## src/rtl/fib_panel_ctrl.sv

```systemverilog
// Front-panel req/ack controller: key debounce, operand edit, handshake, result capture.
// Optional latency capture into lat_q is enabled by defining FIB_PANEL_LATENCY_EN.
module fib_panel_ctrl #(
   parameter int N_IN      = 7,
   parameter int N_OUT     = 90,
   parameter int N_DEFAULT = 60,
   parameter int N_MAX     = 90,
   parameter int DB_CYCLES = 65535,
   parameter int TIMEOUT   = 1048575,
   parameter int CNT_W     = 16
) (
   input  logic             clk,
   input  logic             RSTN,
   input  logic [3:0]       key_n,
   input  logic             sweep,
   input  logic             ack,
   input  logic [N_OUT-1:0] result,
   output logic             req,
   output logic [N_IN-1:0]  n,
   output logic [N_OUT-1:0] result_q,
   output logic             busy,
   output logic [CNT_W-1:0] done_cnt,
   output logic             err_timeout,
   output logic [CNT_W-1:0] lat_q
);

   localparam int DB_W = (DB_CYCLES > 1) ? $clog2(DB_CYCLES) : 1;
   localparam int TW   = (TIMEOUT > 1) ? $clog2(TIMEOUT) : 1;

   typedef enum logic [1:0] {
      IDLE  = 2'd0,
      REQ   = 2'd1,
      DRAIN = 2'd2
   } state_t;

   state_t          state;
   logic [3:0]      sync1;
   logic [3:0]      sync2;
   logic [3:0]      db;
   logic [3:0]      press;
   logic [DB_W-1:0] db_cnt [4];
   logic [TW-1:0]   timer;
   logic            stop_flag;
   logic            start_p;
   logic            abort_p;
   logic            inc_p;
   logic            dec_p;

   assign start_p = press[0];
   assign abort_p = press[1];
   assign inc_p   = press[2];
   assign dec_p   = press[3];

   // press fires on the same edge the debounced level falls to 0
   always_ff @(posedge clk or negedge RSTN) begin
      if (!RSTN) begin
         sync1 <= '1;
         sync2 <= '1;
         db    <= '1;
         press <= '0;
         for (int i = 0; i < 4; i++) begin
            db_cnt[i] <= '0;
         end
      end else begin
         sync1 <= key_n;
         sync2 <= sync1;
         press <= '0;
         for (int i = 0; i < 4; i++) begin
            if (sync2[i] == db[i]) begin
               db_cnt[i] <= '0;
            end else if (db_cnt[i] == DB_W'(DB_CYCLES - 1)) begin
               db[i]     <= sync2[i];
               db_cnt[i] <= '0;
               press[i]  <= db[i];
            end else begin
               db_cnt[i] <= db_cnt[i] + DB_W'(1);
            end
         end
      end
   end

   always_ff @(posedge clk or negedge RSTN) begin
      if (!RSTN) begin
         state       <= IDLE;
         req         <= 1'b0;
         busy        <= 1'b0;
         n           <= N_IN'(N_DEFAULT);
         result_q    <= '0;
         done_cnt    <= '0;
         err_timeout <= 1'b0;
         stop_flag   <= 1'b0;
         timer       <= '0;
      end else begin
         unique case (state)
            IDLE: begin
               if (start_p && !abort_p) begin
                  state       <= REQ;
                  req         <= 1'b1;
                  busy        <= 1'b1;
                  timer       <= '0;
                  err_timeout <= 1'b0;
               end
               if (inc_p && !dec_p && n < N_IN'(N_MAX)) begin
                  n <= n + N_IN'(1);
               end else if (dec_p && !inc_p && n != '0) begin
                  n <= n - N_IN'(1);
               end
            end
            REQ: begin
               if (ack) begin
                  result_q <= result;
                  done_cnt <= done_cnt + CNT_W'(1);
                  req      <= 1'b0;
                  state    <= DRAIN;
               end else if (abort_p) begin
                  req       <= 1'b0;
                  stop_flag <= 1'b1;
                  state     <= DRAIN;
               end else if (timer == TW'(TIMEOUT - 1)) begin
                  err_timeout <= 1'b1;
                  req         <= 1'b0;
                  stop_flag   <= 1'b1;
                  state       <= DRAIN;
               end else begin
                  timer <= timer + TW'(1);
               end
            end
            DRAIN: begin
               if (!ack) begin
                  if (sweep && !stop_flag && !abort_p
                      && n < N_IN'(N_MAX)) begin
                     n     <= n + N_IN'(1);
                     state <= REQ;
                     req   <= 1'b1;
                     timer <= '0;
                  end else begin
                     state     <= IDLE;
                     busy      <= 1'b0;
                     stop_flag <= 1'b0;
                  end
               end else if (abort_p) begin
                  stop_flag <= 1'b1;
               end
            end
            default: begin
               state <= IDLE;
               req   <= 1'b0;
               busy  <= 1'b0;
            end
         endcase
      end
   end

`ifdef FIB_PANEL_LATENCY_EN
   localparam logic [63:0] LAT_MAX = (64'd1 << CNT_W) - 64'd1;

   logic [63:0]      lat_t;
   logic [CNT_W-1:0] lat_v;
   logic [CNT_W-1:0] lat_r;

   // timer counts from 0 in the first REQ cycle, so latency is timer+1
   always_comb begin
      lat_t = 64'(timer) + 64'd1;
      lat_v = (lat_t > LAT_MAX) ? '1 : lat_t[CNT_W-1:0];
   end

   always_ff @(posedge clk or negedge RSTN) begin
      if (!RSTN) begin
         lat_r <= '0;
      end else if (state == REQ && ack) begin
         lat_r <= lat_v;
      end
   end

   assign lat_q = lat_r;
`else
   assign lat_q = '0;
`endif

endmodule
```

## config.mk

```make
export PLATFORM = sky130hd
export DESIGN_NAME = fib_panel_ctrl
export DESIGN_NICKNAME = d
export VERILOG_FILES = /design/src/rtl/fib_panel_ctrl.sv
export SDC_FILE = /design/constraint.sdc
export NUM_CORES = 1
export LEC_CHECK = 0
export CELL_PAD_IN_SITES_DETAIL_PLACEMENT = 1
export CELL_PAD_IN_SITES_GLOBAL_PLACEMENT = 1
export CORE_MARGIN = 10
export CORE_UTILIZATION = 45
export DETAILED_ROUTE_END_ITERATION = 6
export DONT_BUFFER_PORTS = 1
export GPL_TIMING_DRIVEN = 0
export PLACE_DENSITY = 0.77
export SYNTH_ARGS = -nofsm -noshare
export SYNTH_HDL_FRONTEND = slang
export SYNTH_SLANG_ARGS = --single-unit
```

## constraint.sdc

```tcl
create_clock -name clk -period 2.5 [get_ports clk]
set_clock_uncertainty 0.05 [all_clocks]
set_input_delay 0.625 -clock clk [delete_from_list [all_inputs] [get_ports clk]]
set_output_delay 0.625 -clock clk [all_outputs]
set_load 0.02 [all_outputs]
```

# Yosys cells after proc, flatten, opt, wreduce, memory -nomap -nowiden
# Cells that the tools add are included.
# classes
n_eq_ne	24
n_lt_le_gt_ge	1
muxes	55
add_sub_neg	8
n_shift	0
mul	0
div_mod_pow	0
n_reduce_logical	30
n_bitwise	5
# op_table
op	n
$mux 16	8
$mux 20	6
$add 16x1->16 const B	5
$eq 16x16->1 const B	4
$pmux 20 s3	1
$mux 7	4
$mux 1	25
$add 20x1->20 const B	1
$eq 20x20->1 const B	1
$ne 2x2->1 const B	8
$pmux 7 s2	1
$ne 3x3->1 const B	4
$reduce_and 4->1	3
$mux 2	5
$reduce_and 2->1	5
$reduce_and 5->1	2
$logic_and 1x1->1	8
$add 7x1->7 const B	1
$lt 7x7->1 const B	1
$reduce_and 7->1	1
$reduce_bool 7->1	1
$sub 7x1->7 const B	1
$pmux 1 s3	2
$pmux 2 s3	1
other kinds (11)	24
# word_totals
ff_bits	219
mem_bits_rw	0
romBits	0
memories	0
out_inout_bits	132
latch_bits	0

# Depth between registers and ports, before layout
# Gate-level depths: netlist of the first run.
# depth
word_depth	7
depth_mapped	9
ltp_nobuf	8

# Worst setup path before layout of the first run
# No wires, ideal clock.
# synth_timing
path_kind	reg-to-reg
startpoint	register n[2]
endpoint	register n[2]
stages_incl_launch_ff	7
slack_ns	0.468
arrival_time_ns	1.906
period_less_slack_ns	2.032
t_required_ns	2.375
path_cell_list	dfstp_2 buf_2 o211ai_1 a211oi_2 mux2_2 nand2_1 xnor2_1
# synth_between
elab_chain_cells	4
word_cells_on_any_way	15
classes_between	2 x add/sub; 1 x order compare; 2 x eq/ne; 5 x mux; 5 x reduce/logical
# synth_lines
element	line	rtl
start: declaration	19	output logic [N_IN-1:0] n,
start signal: assignment	87	n <= N_IN'(N_DEFAULT);
start signal: assignment	104	n <= n + N_IN'(1);
start signal: assignment	106	n <= n - N_IN'(1);
$add 7x1->7, or another cell as far along	104, 132	
$mux 7, or another cell as far along	130	if (sweep && !stop_flag && !abort_p
$mux 7, or another cell as far along	129	if (!ack) begin
$pmux 7 s2 / $reduce_and 4->1 (equally long branches)	-	
# Several ways; a longest one is shown, not always the timed one. The select of a mux whose other input is x is not followed.
# A chain may end at the register's enable or synchronous reset.

# Final worst setup path of the first run
# layout_timing
startpoint	register n[2]
endpoint	register timer[9]
# layout_between
elab_chain_cells	4
# layout_lines
element	line	rtl
$lt 7x7->1	131	&& n < N_IN'(N_MAX)) begin
$logic_and 1x1->1	131	
$ne 2x2->1 (no source line)	-	
$reduce_and 7->1 (no source line)	-	
end signal: assignment	125	timer <= timer + TW'(1);
end: declaration	42	logic [TW-1:0] timer;
# No other way between the ends.

==> metrics.json, run 1 <==
{
  "wire_length_of_the_first_global_routing_pass": {"value": 39.0, "unit": "mm"},
  "drtIter0Drc": {"value": 235},
  "clock_path_buffers": {"value": 3},
  "drc_errors": {"value": 0},
  "cts.htree.levels": {"value": 1},
  "power.static_leakage": {"value": 4.83, "unit": "nW"},
  "synth.avg_cell_area": {"value": 11.9, "unit": "µm²"},
  "timing.setup.critical_path_class": {"value": "reg2reg"},
  "core-area": {"value": 21200, "unit": "µm²"},
  "timing_hold_violations_final": {"value": 209},
  "max_freq": {"value": 425, "unit": "MHz"},
  "layout_commonest_cell": {"value": "sky130_fd_sc_hd__dfrtp_1"},
  "finalNetCount": {"value": 975},
  "cts.root.buffer_cell": {"value": "sky130_fd_sc_hd__clkbuf_16"},
  "setup_viol": {"value": 0},
  "clkLatencyLatePin": {"value": 0.52, "unit": "ns"},
  "setup_repair_after_global_routing_missed_its_margin": {"value": "true"},
  "cp_data_required_time": {"value": 2.89, "unit": "ns"},
  "num_io_pins": {"value": 230},
  "finalCritPeriodShare": {"value": 94.0, "unit": "%"},
  "post_drt_wl_per_cell": {"value": 20.8, "unit": "µm"},
  "grt_pass1_vias": {"value": 7017},
  "initial_core_util": {"value": 46.1, "unit": "%"},
  "critPathArrivalTime": {"value": 2.74, "unit": "ns"},
  "port-buffer-count": {"value": 0},
  "grt_start_max_net_pins": {"value": 220},
  "die_height": {"value": 167, "unit": "µm"},
  "grtUsageTotal": {"value": 16.7, "unit": "%"},
  "start_kind": {"value": "register"},
  "dominantRegCellSynth": {"value": "sky130_fd_sc_hd__dfrtp_1"},
  "row_count": {"value": 53},
  "cell_depth_of_the_worst_flop_to_flop_path": {"value": 8},
  "tritoncts_clock_tree": {"value": "yes"},
  "regToRegSetupSlack": {"value": 0.15, "unit": "ns"},
  "die_area": {"value": 28000, "unit": "µm²"},
  "synth_seq_cells": {"value": 219},
  "routed_wl": {"value": 24.0, "unit": "mm"},
  "power.density_cell_area": {"value": 1120, "unit": "nW/µm²"},
  "vdd_ir_drop_max": {"value": 429, "unit": "µV"},
  "min_period": {"value": 2.35, "unit": "ns"},
  "tightestPinTransition": {"value": 0.636, "unit": "ns"},
  "drt_first_pass_iters": {"value": 4},
  "synthCells": {"value": 821},
  "clk_pin_slew_worst_paths": {"value": 0.06, "unit": "ns"},
  "cts_made_buffers": {"value": 25},
  "die_w": {"value": 167, "unit": "µm"},
  "hold_path.class": {"value": "in2async"},
  "cts_setup_buffers": {"value": 0},
  "hold_ws": {"value": -0.238, "unit": "ns"},
  "antenna_violating_nets_post_route": {"value": 0},
  "synth-edff-count": {"value": 0},
  "yosys_warnings": {"value": 0},
  "report.power.total": {"value": 12.4, "unit": "mW"},
  "post_synth_instance_area": {"value": 9760, "unit": "µm²"},
  "clock_sink_count": {"value": 219},
  "grt_antenna_before_repair": {"value": 0},
  "post_route_cells_drive_above_1_share": {"value": 23.4, "unit": "%"},
  "critical_register_to_register_path_startpoint": {"value": "n[2]$_DFFE_PN1P_"},
  "worstPathMaxFanout": {"value": 10},
  "max_slew_margin": {"value": 57.5, "unit": "%"},
  "route.vias.total": {"value": 6360},
  "run_status": {"value": "finished with violations"},
  "critPathCaptureType": {"value": "register"},
  "place.detailed.hpwl": {"value": 17.0, "unit": "mm"},
  "ys_types": {"value": 58},
  "violations": {"value": "negative hold slack"},
  "place_congestion": {"value": 0.763},
  "layout-area-overhead-vs-synth": {"value": 13.3, "unit": "%"},
  "synth_async_sr_flop_share": {"value": 100, "unit": "%"},
  "maxCapViolations": {"value": 0},
  "final-max-slew-violation-count": {"value": 0},
  "vias_per_cell": {"value": 5.49},
  "most_used_cells_in_the_layout_excluding_fill_and_tap_cells": {"value": "203 x sky130_fd_sc_hd__dfrtp_1, 96 x sky130_fd_sc_hd__mux2_2, 91 x sky130_fd_sc_hd__nor2_1, 48 x sky130_fd_sc_hd__nand3_1, 44 x sky130_fd_sc_hd__xnor2_1"},
  "synth_sequential_area_ratio": {"value": 56.4, "unit": "%"},
  "gr-total-overflow": {"value": 0},
  "critical_path.reg2reg.endpoint": {"value": "timer[9]$_DFFE_PN0P_"}
}
## kinds of logic after synthesis
| group | count (synthesis) | synth area share [%] |
|---|---|---|
| simple gates | 286 | 15.3 |
| fa+ha+maj | 14 | 1.79 |
| buf+inv | 57 | 3.19 |
| compound gates | 64 | 4.68 |
| mux | 96 | 11.1 |
| xor+xnor | 84 | 7.54 |
| other cells | 1 | 0.0384 |
| flops | 219 | 56.4 |
## Yosys cell counts, drive strengths merged, types with 4 or more instances
master    n  area share, %
clkbuf    7           0.27
and3     18            1.2
dfstp    16            4.3
a21oi    12           0.62
buf      31            2.2
ha       14            1.8
nor3     17           0.92
or3       4           0.26
and4     17            1.6
o21ai    15           0.77
a31oi     7           0.45
dfrtp   203             52
nor3b     4           0.31
xor2     40            3.6
nand2b    5           0.40
nand4    16            1.2
and2      7           0.47
nor4      6           0.38
nand2    38            1.5
nand3    48            2.5
mux2     96             11
nor2     92            3.6
xnor2    44            3.9
nor4b     4           0.36
nor2b     7           0.45
inv      19           0.73
a21o      4           0.31
## worst max path at each step
stage,start,to,slack [ns],depth (start not counted)
after global placement,n[2]$_DFFE_PN1P_,timer[8]$_DFFE_PN0P_,0.09,8
final,n[2]$_DFFE_PN1P_,timer[9]$_DFFE_PN0P_,0.15,8
after detailed placement,n[1]$_DFFE_PN0P_,n[6]$_DFFE_PN0P_,0.08,7
after floorplan,n[2]$_DFFE_PN1P_,n[2]$_DFFE_PN1P_,0.47,6
after global routing,n[2]$_DFFE_PN1P_,n[6]$_DFFE_PN0P_,-0.02,6
after CTS,n[2]$_DFFE_PN1P_,timer[9]$_DFFE_PN0P_,0.03,8
## power by group
group          switching, mW  internal (mW)
sequential              1.98           4.49
combinational          0.978           1.11
clock                   1.46           2.39
## routing by layer
layer / GRT usage [%] / vias to the layer above / wire (µm)
met5: 0 / - / 0
li1: - / 2915 / -
met4: 4.50 / 0 / 493
met1: 18.1 / 3320 / 8970
met3: 3.21 / 33 / 961
met2: 32.1 / 92 / 13600
## worst max-delay path, cell delays in order (launching register included)
cell	delay, ns
sky130_fd_sc_hd__dfstp_2	0.60
sky130_fd_sc_hd__buf_2	0.21
sky130_fd_sc_hd__o211ai_1	0.19
sky130_fd_sc_hd__a211oi_2	0.43
sky130_fd_sc_hd__nor3_2	0.17
sky130_fd_sc_hd__nor2_4	0.24
sky130_fd_sc_hd__inv_2	0.07
sky130_fd_sc_hd__buf_6	0.15
sky130_fd_sc_hd__a31oi_1	0.17
## area by class of cell
cell class	count	area, µm²
antenna	1	2.50
buffer	38	240
tap	275	344
sequential	219	5500
inverter	19	71.3
clock buffer	36	747
fill	2216	10100
multi-input combinational	560	4020
clock inverter	10	135
## per-stage QoR
step	TNS (ns)	utilization, %	instances	instance area (µm²)	setup WS (ns)
global placement	0	48.0	1111	10200	0.0878
detailed placement	0	48.0	1111	10200	0.0752
finish	0	52.3	1158	11100	0.149
floorplan	0	-	836	9820	0.468
global route	-0.0366	52.3	1157	11100	-0.0218
CTS	0	52.2	1157	11000	0.0269
## flip-flops by register name, indices dropped and copies added, names as in the netlist, 2 cells and up
name	flops
n	7
done_cnt	16
sync2	4
db	4
press	4
state	2
result_q	90
sync1	4
db_cnt	64
timer	20
## timing repair
item | in CTS | in global routing
setup endpoints to repair | 0 | 13
endpoints found under the hold margin | 219 | 219
gates resized for setup | 0 | 2
(Power assumes the default switching activity.)
==> run 2, diff against run 1 <==
--- a/config.mk
+++ b/config.mk
@@ -12,7 +12,7 @@
 export DETAILED_ROUTE_END_ITERATION = 6
 export DONT_BUFFER_PORTS = 1
 export GPL_TIMING_DRIVEN = 0
-export PLACE_DENSITY = 0.77
+export PLACE_DENSITY_LB_ADDON = 0.12
 export SYNTH_ARGS = -nofsm -noshare
 export SYNTH_HDL_FRONTEND = slang
 export SYNTH_SLANG_ARGS = --single-unit
==> run 2 against run 1 <==
The flow still finishes with violations (negative hold slack). Sequential power hardly changed. Count of clock-buffer cells in the layout is 3 lower. Sequential share of layout area is 0.22 points higher. Die area stayed put. Register-to-register slack better by 0.03 ns. Critical path depth stayed put. Final cell count hardly changed. Sequential cell count stayed put. Largest power group unchanged. Highest routed layer unchanged.
==> metrics.json, run 2 (synthesis results as in run 1) <==
{
  "run_status": {"value": "finished with violations"},
  "violations": {"value": "negative hold slack"},
  "grt-busiest-layer": {"value": "met2"},
  "clkLatencyLatePin": {"value": 0.51, "unit": "ns"},
  "grt_start_max_net_pins": {"value": 220},
  "cellInternalPower": {"value": 7.80, "unit": "mW"},
  "clock_path_buffers": {"value": 3},
  "finalCritPeriodShare": {"value": 92.8, "unit": "%"},
  "place.detailed.hpwl": {"value": 17.5, "unit": "mm"},
  "critPathCaptureType": {"value": "register"},
  "timing_hold_violations_final": {"value": 203},
  "route.vias.total": {"value": 6334},
  "max_slew_margin": {"value": 54.4, "unit": "%"},
  "largest_register_ff_count": {"value": 90},
  "maxCapViolations": {"value": 0},
  "vias_per_cell": {"value": 5.47},
  "grt_antenna_before_repair": {"value": 0},
  "min_period": {"value": 2.32, "unit": "ns"},
  "initial_core_util": {"value": 46.1, "unit": "%"},
  "vdd_ir_drop_max": {"value": 446, "unit": "µV"},
  "clk_pin_slew_worst_paths": {"value": 0.06, "unit": "ns"},
  "post_drt_wl_per_cell": {"value": 20.8, "unit": "µm"},
  "critical_path.cell_chain": {"value": "buf_4, o211ai_1, a211oi_2, nor3_4, nor2_4, inv_2, buf_6, a21oi_1"},
  "clock_power_share": {"value": 29.1, "unit": "%"},
  "drtIter0Drc": {"value": 275},
  "row_count": {"value": 53},
  "routed_wl": {"value": 24.1, "unit": "mm"},
  "power_switching": {"value": 4.38, "unit": "mW"},
  "gr-total-overflow": {"value": 0},
  "report.power.total": {"value": 12.2, "unit": "mW"},
  "cp_slowest_stage_delay": {"value": 0.61, "unit": "ns"},
  "critPathArrivalTime": {"value": 2.69, "unit": "ns"},
  "cpMaxStageDelayCell": {"value": "sky130_fd_sc_hd__dfstp_2"},
  "max_freq": {"value": 431, "unit": "MHz"},
  "regToRegSetupSlack": {"value": 0.18, "unit": "ns"},
  "share_seq_of_total_power": {"value": 53.1, "unit": "%"},
  "die_height": {"value": 167, "unit": "µm"},
  "timing.setup.critical_path_class": {"value": "reg2reg"},
  "worstPathBufferInverterCount": {"value": 3},
  "grtUsageTotal": {"value": 16.6, "unit": "%"},
  "num_io_pins": {"value": 230},
  "power.static_leakage": {"value": 4.81, "unit": "nW"},
  "setup-tns-final": {"value": 0, "unit": "ns"},
  "antenna_violating_nets_post_route": {"value": 0},
  "layout_commonest_cell": {"value": "sky130_fd_sc_hd__dfrtp_1"},
  "die_w": {"value": 167, "unit": "µm"},
  "finalNetCount": {"value": 976},
  "antennaDiodeCount": {"value": 0},
  "regMostFlops": {"value": "result_q"},
  "worstPathMaxFanout": {"value": 10},
  "start_kind": {"value": "register"},
  "cell_depth_of_the_worst_flop_to_flop_path": {"value": 8},
  "clock_sink_count": {"value": 219},
  "cp_data_required_time": {"value": 2.87, "unit": "ns"},
  "setup_viol": {"value": 0},
  "port-buffer-count": {"value": 0},
  "most_used_cells_in_the_layout_excluding_fill_and_tap_cells": {"value": "203 x sky130_fd_sc_hd__dfrtp_1, 96 x sky130_fd_sc_hd__mux2_2, 91 x sky130_fd_sc_hd__nor2_1, 48 x sky130_fd_sc_hd__nand3_1, 44 x sky130_fd_sc_hd__xnor2_1"},
  "hold_ws": {"value": -0.238, "unit": "ns"},
  "post_route_cells_drive_above_1_share": {"value": 23.1, "unit": "%"},
  "drt_first_pass_iters": {"value": 4},
  "tightestPinTransition": {"value": 0.682, "unit": "ns"},
  "timing.critical_path.max_delay_family": {"value": "compound AO/OA/AOI/OAI gates"},
  "num-fill-cells": {"value": 2240},
  "critical_register_to_register_path_startpoint": {"value": "n[2]$_DFFE_PN1P_"},
  "grt_pass1_vias": {"value": 6904},
  "reg.largest.list": {"value": "result_q: 90 flops, db_cnt: 64 flops, timer: 20 flops"},
  "drc_errors": {"value": 0},
  "final-max-slew-violation-count": {"value": 0},
  "groute.layer.met3.usage": {"value": 4.26, "unit": "%"},
  "power.share.switching": {"value": 36.0, "unit": "%"},
  "layout-area-overhead-vs-synth": {"value": 12.8, "unit": "%"},
  "global_route.usage.met1": {"value": 17.9, "unit": "%"},
  "critical_path.reg2reg.endpoint": {"value": "timer[0]$_DFFE_PN0P_"},
  "place_congestion": {"value": 0.817},
  "core-area": {"value": 21200, "unit": "µm²"},
  "cts.htree.levels": {"value": 1},
  "combinationalPowerShare": {"value": 17.9, "unit": "%"},
  "cts.root.buffer_cell": {"value": "sky130_fd_sc_hd__clkbuf_16"},
  "power.density_cell_area": {"value": 1110, "unit": "nW/µm²"},
  "cts_made_buffers": {"value": 24},
  "wire_length_of_the_first_global_routing_pass": {"value": 38.8, "unit": "mm"},
  "hold_path.class": {"value": "in2async"},
  "met2_usage": {"value": 31.5, "unit": "%"},
  "die_area": {"value": 28000, "unit": "µm²"},
  "tritoncts_clock_tree": {"value": "yes"}
}
-- run 2: cell count changes in the layout (fill, tap and decap cells not counted), moves of 2 or more --
cell and change:
sky130_fd_sc_hd__buf_4 +2, sky130_fd_sc_hd__clkbuf_8 -5, sky130_fd_sc_hd__inv_6 -2, sky130_fd_sc_hd__clkbuf_1 +2, sky130_fd_sc_hd__clkinv_4 +2, sky130_fd_sc_hd__clkinv_2 +2
-- run 2: power by group through the flow --
stage          Clock (mW)  Sequential, mW  Combinational [mW]
2_1_floorplan           0            6.13                1.70
3_3_place_gp            0            6.51                1.95
3_5_place_dp            0            6.57                2.09
4_1_cts              3.66            6.52                2.11
5_1_grt              3.84            6.58                2.39
6_report             3.54            6.46                2.18
-- run 2: worst register-to-register path, stage by stage, from the launching register on --
cell                       delay [ns]
sky130_fd_sc_hd__dfstp_2         0.61
sky130_fd_sc_hd__buf_4           0.18
sky130_fd_sc_hd__o211ai_1        0.20
sky130_fd_sc_hd__a211oi_2        0.48
sky130_fd_sc_hd__nor3_4          0.13
sky130_fd_sc_hd__nor2_4          0.19
sky130_fd_sc_hd__inv_2           0.06
sky130_fd_sc_hd__buf_6           0.14
sky130_fd_sc_hd__a21oi_1         0.18
-- run 2: what timing repair did --
item,CTS,global route
setup endpoints to repair,7,12
endpoints found under the hold margin,219,219
pin swaps,0,3
gates resized for setup,1,4
buffers inserted,0,2
-- run 2: stage by stage --
stage	instances	utilization, %	area (µm²)	worst slack, ns
2_1_floorplan	836	-	9820	0.468
3_3_place_gp	1111	48.0	10200	0.0485
3_5_place_dp	1111	48.0	10200	-0.0184
4_1_cts	1155	51.8	11000	0.0550
5_1_grt	1157	52.0	11000	-0.00177
6_report	1157	52.0	11000	0.181
-- run 2: layer usage --
layer | wire [µm] | part of all wire [%]
met4 | 466 | 1.9
met3 | 1250 | 5.2
met5 | 0 | 0
met2 | 13600 | 56
met1 | 8850 | 37
-- run 2: layout make-up --
class | instances | area, µm² | share of cell area, %
sequential | 219 | 5500 | 50.0
multi-input combinational | 560 | 4020 | 36.5
clock buffer | 33 | 686 | 6.23
tap | 275 | 344 | 3.13
buffer | 38 | 243 | 2.20
clock inverter | 11 | 115 | 1.05
inverter | 19 | 71.3 | 0.648
timing repair buffer | 2 | 27.5 | 0.250
-- run 2: worst max path at each step --
| stage | start | end | slack (ns) | depth (start not counted) |
|---|---|---|---|---|
| 3_3_place_gp | n[2]$_DFFE_PN1P_ | timer[7]$_DFFE_PN0P_ | 0.05 | 8 |
| 4_1_cts | n[0]$_DFFE_PN0P_ | n[6]$_DFFE_PN0P_ | 0.06 | 7 |
| 5_1_grt | n[2]$_DFFE_PN1P_ | timer[9]$_DFFE_PN0P_ | -0.002 | 8 |
| 2_1_floorplan | n[2]$_DFFE_PN1P_ | n[2]$_DFFE_PN1P_ | 0.47 | 6 |
| 3_5_place_dp | n[2]$_DFFE_PN1P_ | timer[0]$_DFFE_PN0P_ | -0.02 | 8 |
| 6_report | n[2]$_DFFE_PN1P_ | timer[0]$_DFFE_PN0P_ | 0.18 | 8 |
==> edit 1 (settings of run 2) <==
Build with the macro `FIB_PANEL_LATENCY_EN` defined.
--- a/src/rtl/fib_panel_ctrl.sv
+++ b/src/rtl/fib_panel_ctrl.sv
@@ -1,4 +1,6 @@
 // Front-panel req/ack controller: key debounce, operand edit, handshake, result capture.
 // Optional latency capture into lat_q is enabled by defining FIB_PANEL_LATENCY_EN.
+`define FIB_PANEL_LATENCY_EN
+
 module fib_panel_ctrl #(
    parameter int N_IN      = 7,
Formal check against the unedited RTL: no difference found for any inputs over 4 cycles, from zero or initial values and one cycle with RSTN low; that may be too few to reach the edited logic, so the function may still have changed.
==> edit 1 against run 2 <==
- the run still ends with negative hold slack left
- routed wire length rose by 18%
- setup slack lost 0.14 ns
- via count up 21%
- cell area increased by 5.7%
- hold slack got worse by 0.021 ns
- area after synthesis increased by 5.1%
- sequential cell count rose by 16
- largest cell class unchanged
- highest routed layer unchanged
Power is not compared: it rests on default switching activity, and its combinational part moved more than twofold at a synthesized area within 25%.
==> edit 1: results (changes against run 2) <==
| Metric | Value |
|---|---|
| Largest net degree at the start of global routing | `236 (+7.3%)` |
| Synth cell count leaders | `340 x nand2_1, 219 x dfrtp_1, 113 x nor2_1, 53 x xor2_1, 40 x xnor2_1` |
| WL met1 | `11,500 um (+30%)` |
| DR WL met2 | `14,300 um (+5.4%)` |
| Vias/cell | `5.43 (-0.73%)` |
| Area post-placement | `0.0106 mm2 (+4.4%)` |
| Distinct cell type count after synthesis | `55 (-5.2%)` |
| Placer congestion estimate | `0.794 (-2.8%)` |
| Met1 usage | `0.230 (+0.0511)` |
| WL per Instance | `20.1 um (-3.7%)` |
| First-pass GRT wire length | `44,000 um (+14%)` |
| Max Freq | `406 MHz (-5.8%)` |
| Outcome | `finished, violations left` |
| M3 GR Usage | `0.0488 (+0.00624)` |
| Flop-to-flop setup slack | `0.04 ns (-0.14 ns)` |
| Detailed-routed wire length on met3 | `2080 um (+67%)` |
| Final Hold Viols | `219 (+7.9%)` |
| Rel. slew slack | `0.569 (+0.0247)` |
| Met2 track demand over resource | `0.320 (+0.00501)` |
| Total track usage | `0.186 (+0.0202)` |
| Clock latency on the worst-skew pair | `0.53 ns (+0.02 ns)` |
| Register-to-Register Path Depth | `9 (+1)` |
| Drt initial violations | `527 (+92%)` |
| Arr. time, crit path | `2.81 ns (+0.12 ns)` |
| Seq/Total Area, Yosys | `0.576 (+0.0120)` |
| Layout cells sized above 1 | `0.101 (-0.130)` |
| Place WS | `-0.406 ns (-0.388 ns)` |
| # fillers | `2,527 (+13%)` |
| Failing checks | `negative hold slack` |
| Fin Hold WS | `-0.260 ns (-0.0211 ns)` |
| RR Endpoint | `lat_q[12]$_DFFE_PN0P_` |
[edit 1: cell types whose count changed after synthesis, sizes merged, moves of 6 or more]
cell,before,now
nand2,38,340
mux2,96,5
clkbuf,7,34
buf,31,7
nor2,92,113
a21oi,12,31
nand3,48,29
a31oi,7,24
dfrtp,203,219
xor2,40,53
and4,17,5
nand4,16,27
and2,7,1
[edit 1: what timing repair did]
action,in CTS,in global routing
pin swaps,2,5
buffers inserted,5,8
resized for setup,20,20
setup endpoints to repair,120,24
cloned,1,0
endpoints found under the hold margin,235,235
[edit 1: cell families after synthesis]
group                    synth area share
AND/OR/NAND/NOR                     0.243
flip-flops                          0.576
XOR/XNOR                           0.0794
AO/OA/AOI/OAI                      0.0549
buffers and inverters              0.0228
adder cells (fa/ha/maj)            0.0171
multiplexers                      0.00744
[edit 1: through the flow]
| stage | setup TNS [ns] | cells | power, W |
|---|---|---|---|
| floorplan | 0 | 1074 | 0.00397 |
| global placement | -9.17 | 1359 | 0.00399 |
| detailed placement | -12.02 | 1359 | 0.00399 |
| CTS | 0 | 1409 | 0.00760 |
| global route | -0.599 | 1416 | 0.00777 |
| finish | 0 | 1416 | 0.00749 |
[edit 1: final cells by class]
type	count	area, um2	share of cell area
Timing Repair Buffer	14	105	0.00903
Clock buffer	36	739	0.0635
Sequential cell	235	5900	0.507
Tap cell	285	357	0.0306
Clock inverter	8	46.3	0.00398
Inverter	18	67.6	0.00580
Multi-Input combinational cell	780	4240	0.364
Buffer	40	181	0.0156
[edit 1: worst max-delay path, cell delays in order, from the launching register on]
cell       delay (ns)
dfrtp_1          0.33
clkbuf_4         0.19
nand4_1          0.20
buf_4            0.22
nor3_2           0.14
nand3b_1         0.11
or3b_4           0.40
a2111oi_4        0.40
buf_4            0.23
a21oi_1          0.07
==> edit 2 (settings of run 2) <==
Without the edit above. Put one more register stage on the output `done_cnt`, cleared by the reset. The value now appears one clock later. The other outputs are not delayed to match.
--- a/src/rtl/fib_panel_ctrl.sv
+++ b/src/rtl/fib_panel_ctrl.sv
@@ -33,4 +33,6 @@
       DRAIN = 2'd2
    } state_t;
+
+   logic [CNT_W-1:0] done_cnt_s0;
 
    state_t          state;
@@ -87,5 +89,5 @@
          n           <= N_IN'(N_DEFAULT);
          result_q    <= '0;
-         done_cnt    <= '0;
+         done_cnt_s0 <= '0;
          err_timeout <= 1'b0;
          stop_flag   <= 1'b0;
@@ -110,5 +112,5 @@
                if (ack) begin
                   result_q <= result;
-                  done_cnt <= done_cnt + CNT_W'(1);
+                  done_cnt_s0 <= done_cnt_s0 + CNT_W'(1);
                   req      <= 1'b0;
                   state    <= DRAIN;
@@ -178,3 +180,11 @@
 `endif
 
+   always_ff @(posedge clk or negedge RSTN) begin
+      if (!RSTN) begin
+         done_cnt <= '0;
+      end else begin
+         done_cnt <= done_cnt_s0;
+      end
+   end
+
 endmodule
Function: same outputs for any inputs over 4 cycles, from zero or initial values and one cycle with RSTN low; that may be too few to reach the edited logic, so the function may still have changed.
==> edit 2 against run 2 <==
- routed wire length up 5.7%
- synthesized cell count up 2.1%
- setup slack lost 0.023 ns
- global-route usage is 0.85 points higher
- via count is 1.7% higher
- the flow still finishes with violations (negative hold slack)
- total power shrank 6.7%
- sequential cell count rose by 16
- area after synthesis rose by 3.3%
- clock power is 9.0% higher
- cell count is 2.1% higher
- cell area up 3.3%
- largest cell class unchanged
==> edit 2: results (changes against run 2) <==
| Metric | Value |
|---|---|
| Vias in the first global route | `7,098 (+2.8%)` |
| M3 GR Usage | `0.0349 (-0.00771)` |
| Detailed-routed wire length on met3 | `1210 um (-2.7%)` |
| Post-layout util | `0.518 (-0.00271)` |
| Detailed Place HPWL | `18,600 um (+6.6%)` |
| Seq/Total Area, Yosys | `0.585 (+0.0216)` |
| Placer congestion estimate | `0.827 (+1.2%)` |
| Predominant post-synthesis flop cell | `dfrtp_1` |
| Arr. time, crit path | `2.73 ns (+0.04 ns)` |
| DR WL met2 | `13,600 um (+0.32%)` |
| Sw Ratio | `0.323 (-0.0364)` |
| # fillers | `2,275 (+1.6%)` |
| Met2 track demand over resource | `0.321 (+0.00662)` |
| Outcome | `finished, violations left` |
| CTS Buf Count | `26 (+8.3%)` |
| First-pass GRT wire length | `40,400 um (+4.1%)` |
| Delay-heaviest family, CP | `compound AO/OA/AOI/OAI gates` |
| Met1 usage | `0.202 (+0.0231)` |
| Max VDD drop | `772 uV (+73%)` |
| Area post-placement | `0.0105 mm2 (+3.3%)` |
| Drt initial violations | `377 (+37%)` |
| Worst-Margin Slew | `0.815 ns (+0.133 ns)` |
| Synth top area cells | `dfrtp_1 54%, mux2_2 11%, dfstp_2 4.2%` |
| Failing checks | `negative hold slack` |
| Worst Setup Start Kind | `register` |
| Crit path to | `timer[12]$_DFFE_PN0P_` |
| Fin Hold WS | `-0.249 ns (-0.0105 ns)` |
| Clk pwr share | `0.340 (+0.049)` |
| Final Net Count | `993 (+1.7%)` |
| Gate power share | `0.106 (-0.073)` |
| WL per Instance | `21.6 um (+3.6%)` |
| Flop-to-flop setup slack | `0.16 ns (-0.02 ns)` |
| Clock latency on the worst-skew pair | `0.52 ns` |
| Layout cells sized above 1 | `0.214 (-0.0171)` |
| Total track usage | `0.174 (+0.00848)` |
| Routed via count | `6,442 (+1.7%)` |
| WL met1 | `10,200 um (+16%)` |
| Final Hold Viols | `222 (+9.4%)` |
| Post-CTS setup buffer count | `0 (unchanged)` |
| Largest net degree at the start of global routing | `236 (+7.3%)` |
| Post-synth EDFFs | `0 (unchanged)` |
| Distinct cell type count after synthesis | `60 (+3.4%)` |
| Leak Pwr | `5.12 nW (+6.5%)` |
| Synth cell count leaders | `219 x dfrtp_1, 95 x mux2_2, 93 x nor2_1, 48 x nand2_1, 44 x nand3_1` |
## edit 2: layout make-up
class                   count  area share
well taps                 280      0.0308
plain buffers              43      0.0221
clock buffers              42      0.0697
clock inverters             6     0.00726
flip-flops and latches    235       0.519
inverters                  22     0.00726
multi-input cells         553       0.344
## edit 2: logic make-up (layout without fill, tap and decap cells)
family,count (synthesis),in the layout,share of synthesized area
and+or+nand+nor,277,277,0.138
DFF,235,235,0.585
muxes,98,98,0.109
xor gates and xnor gates,82,82,0.0712
AOI/OAI and AO/OA,66,66,0.0457
buffers and inverters,65,113,0.0331
adders and majority gates,14,14,0.0174
other,1,16,0.000372
## edit 2: through the flow
stage          setup WS [ns]  std cells  power, W  TNS (ns)
4_1_cts                0.161       1181    0.0115         0
3_5_place_dp         -0.0411       1133   0.00758    -0.170
6_report               0.158       1181    0.0114         0
2_1_floorplan          0.514        853   0.00701         0
3_3_place_gp         0.00314       1133   0.00744         0
5_1_grt               0.0124       1181    0.0119         0
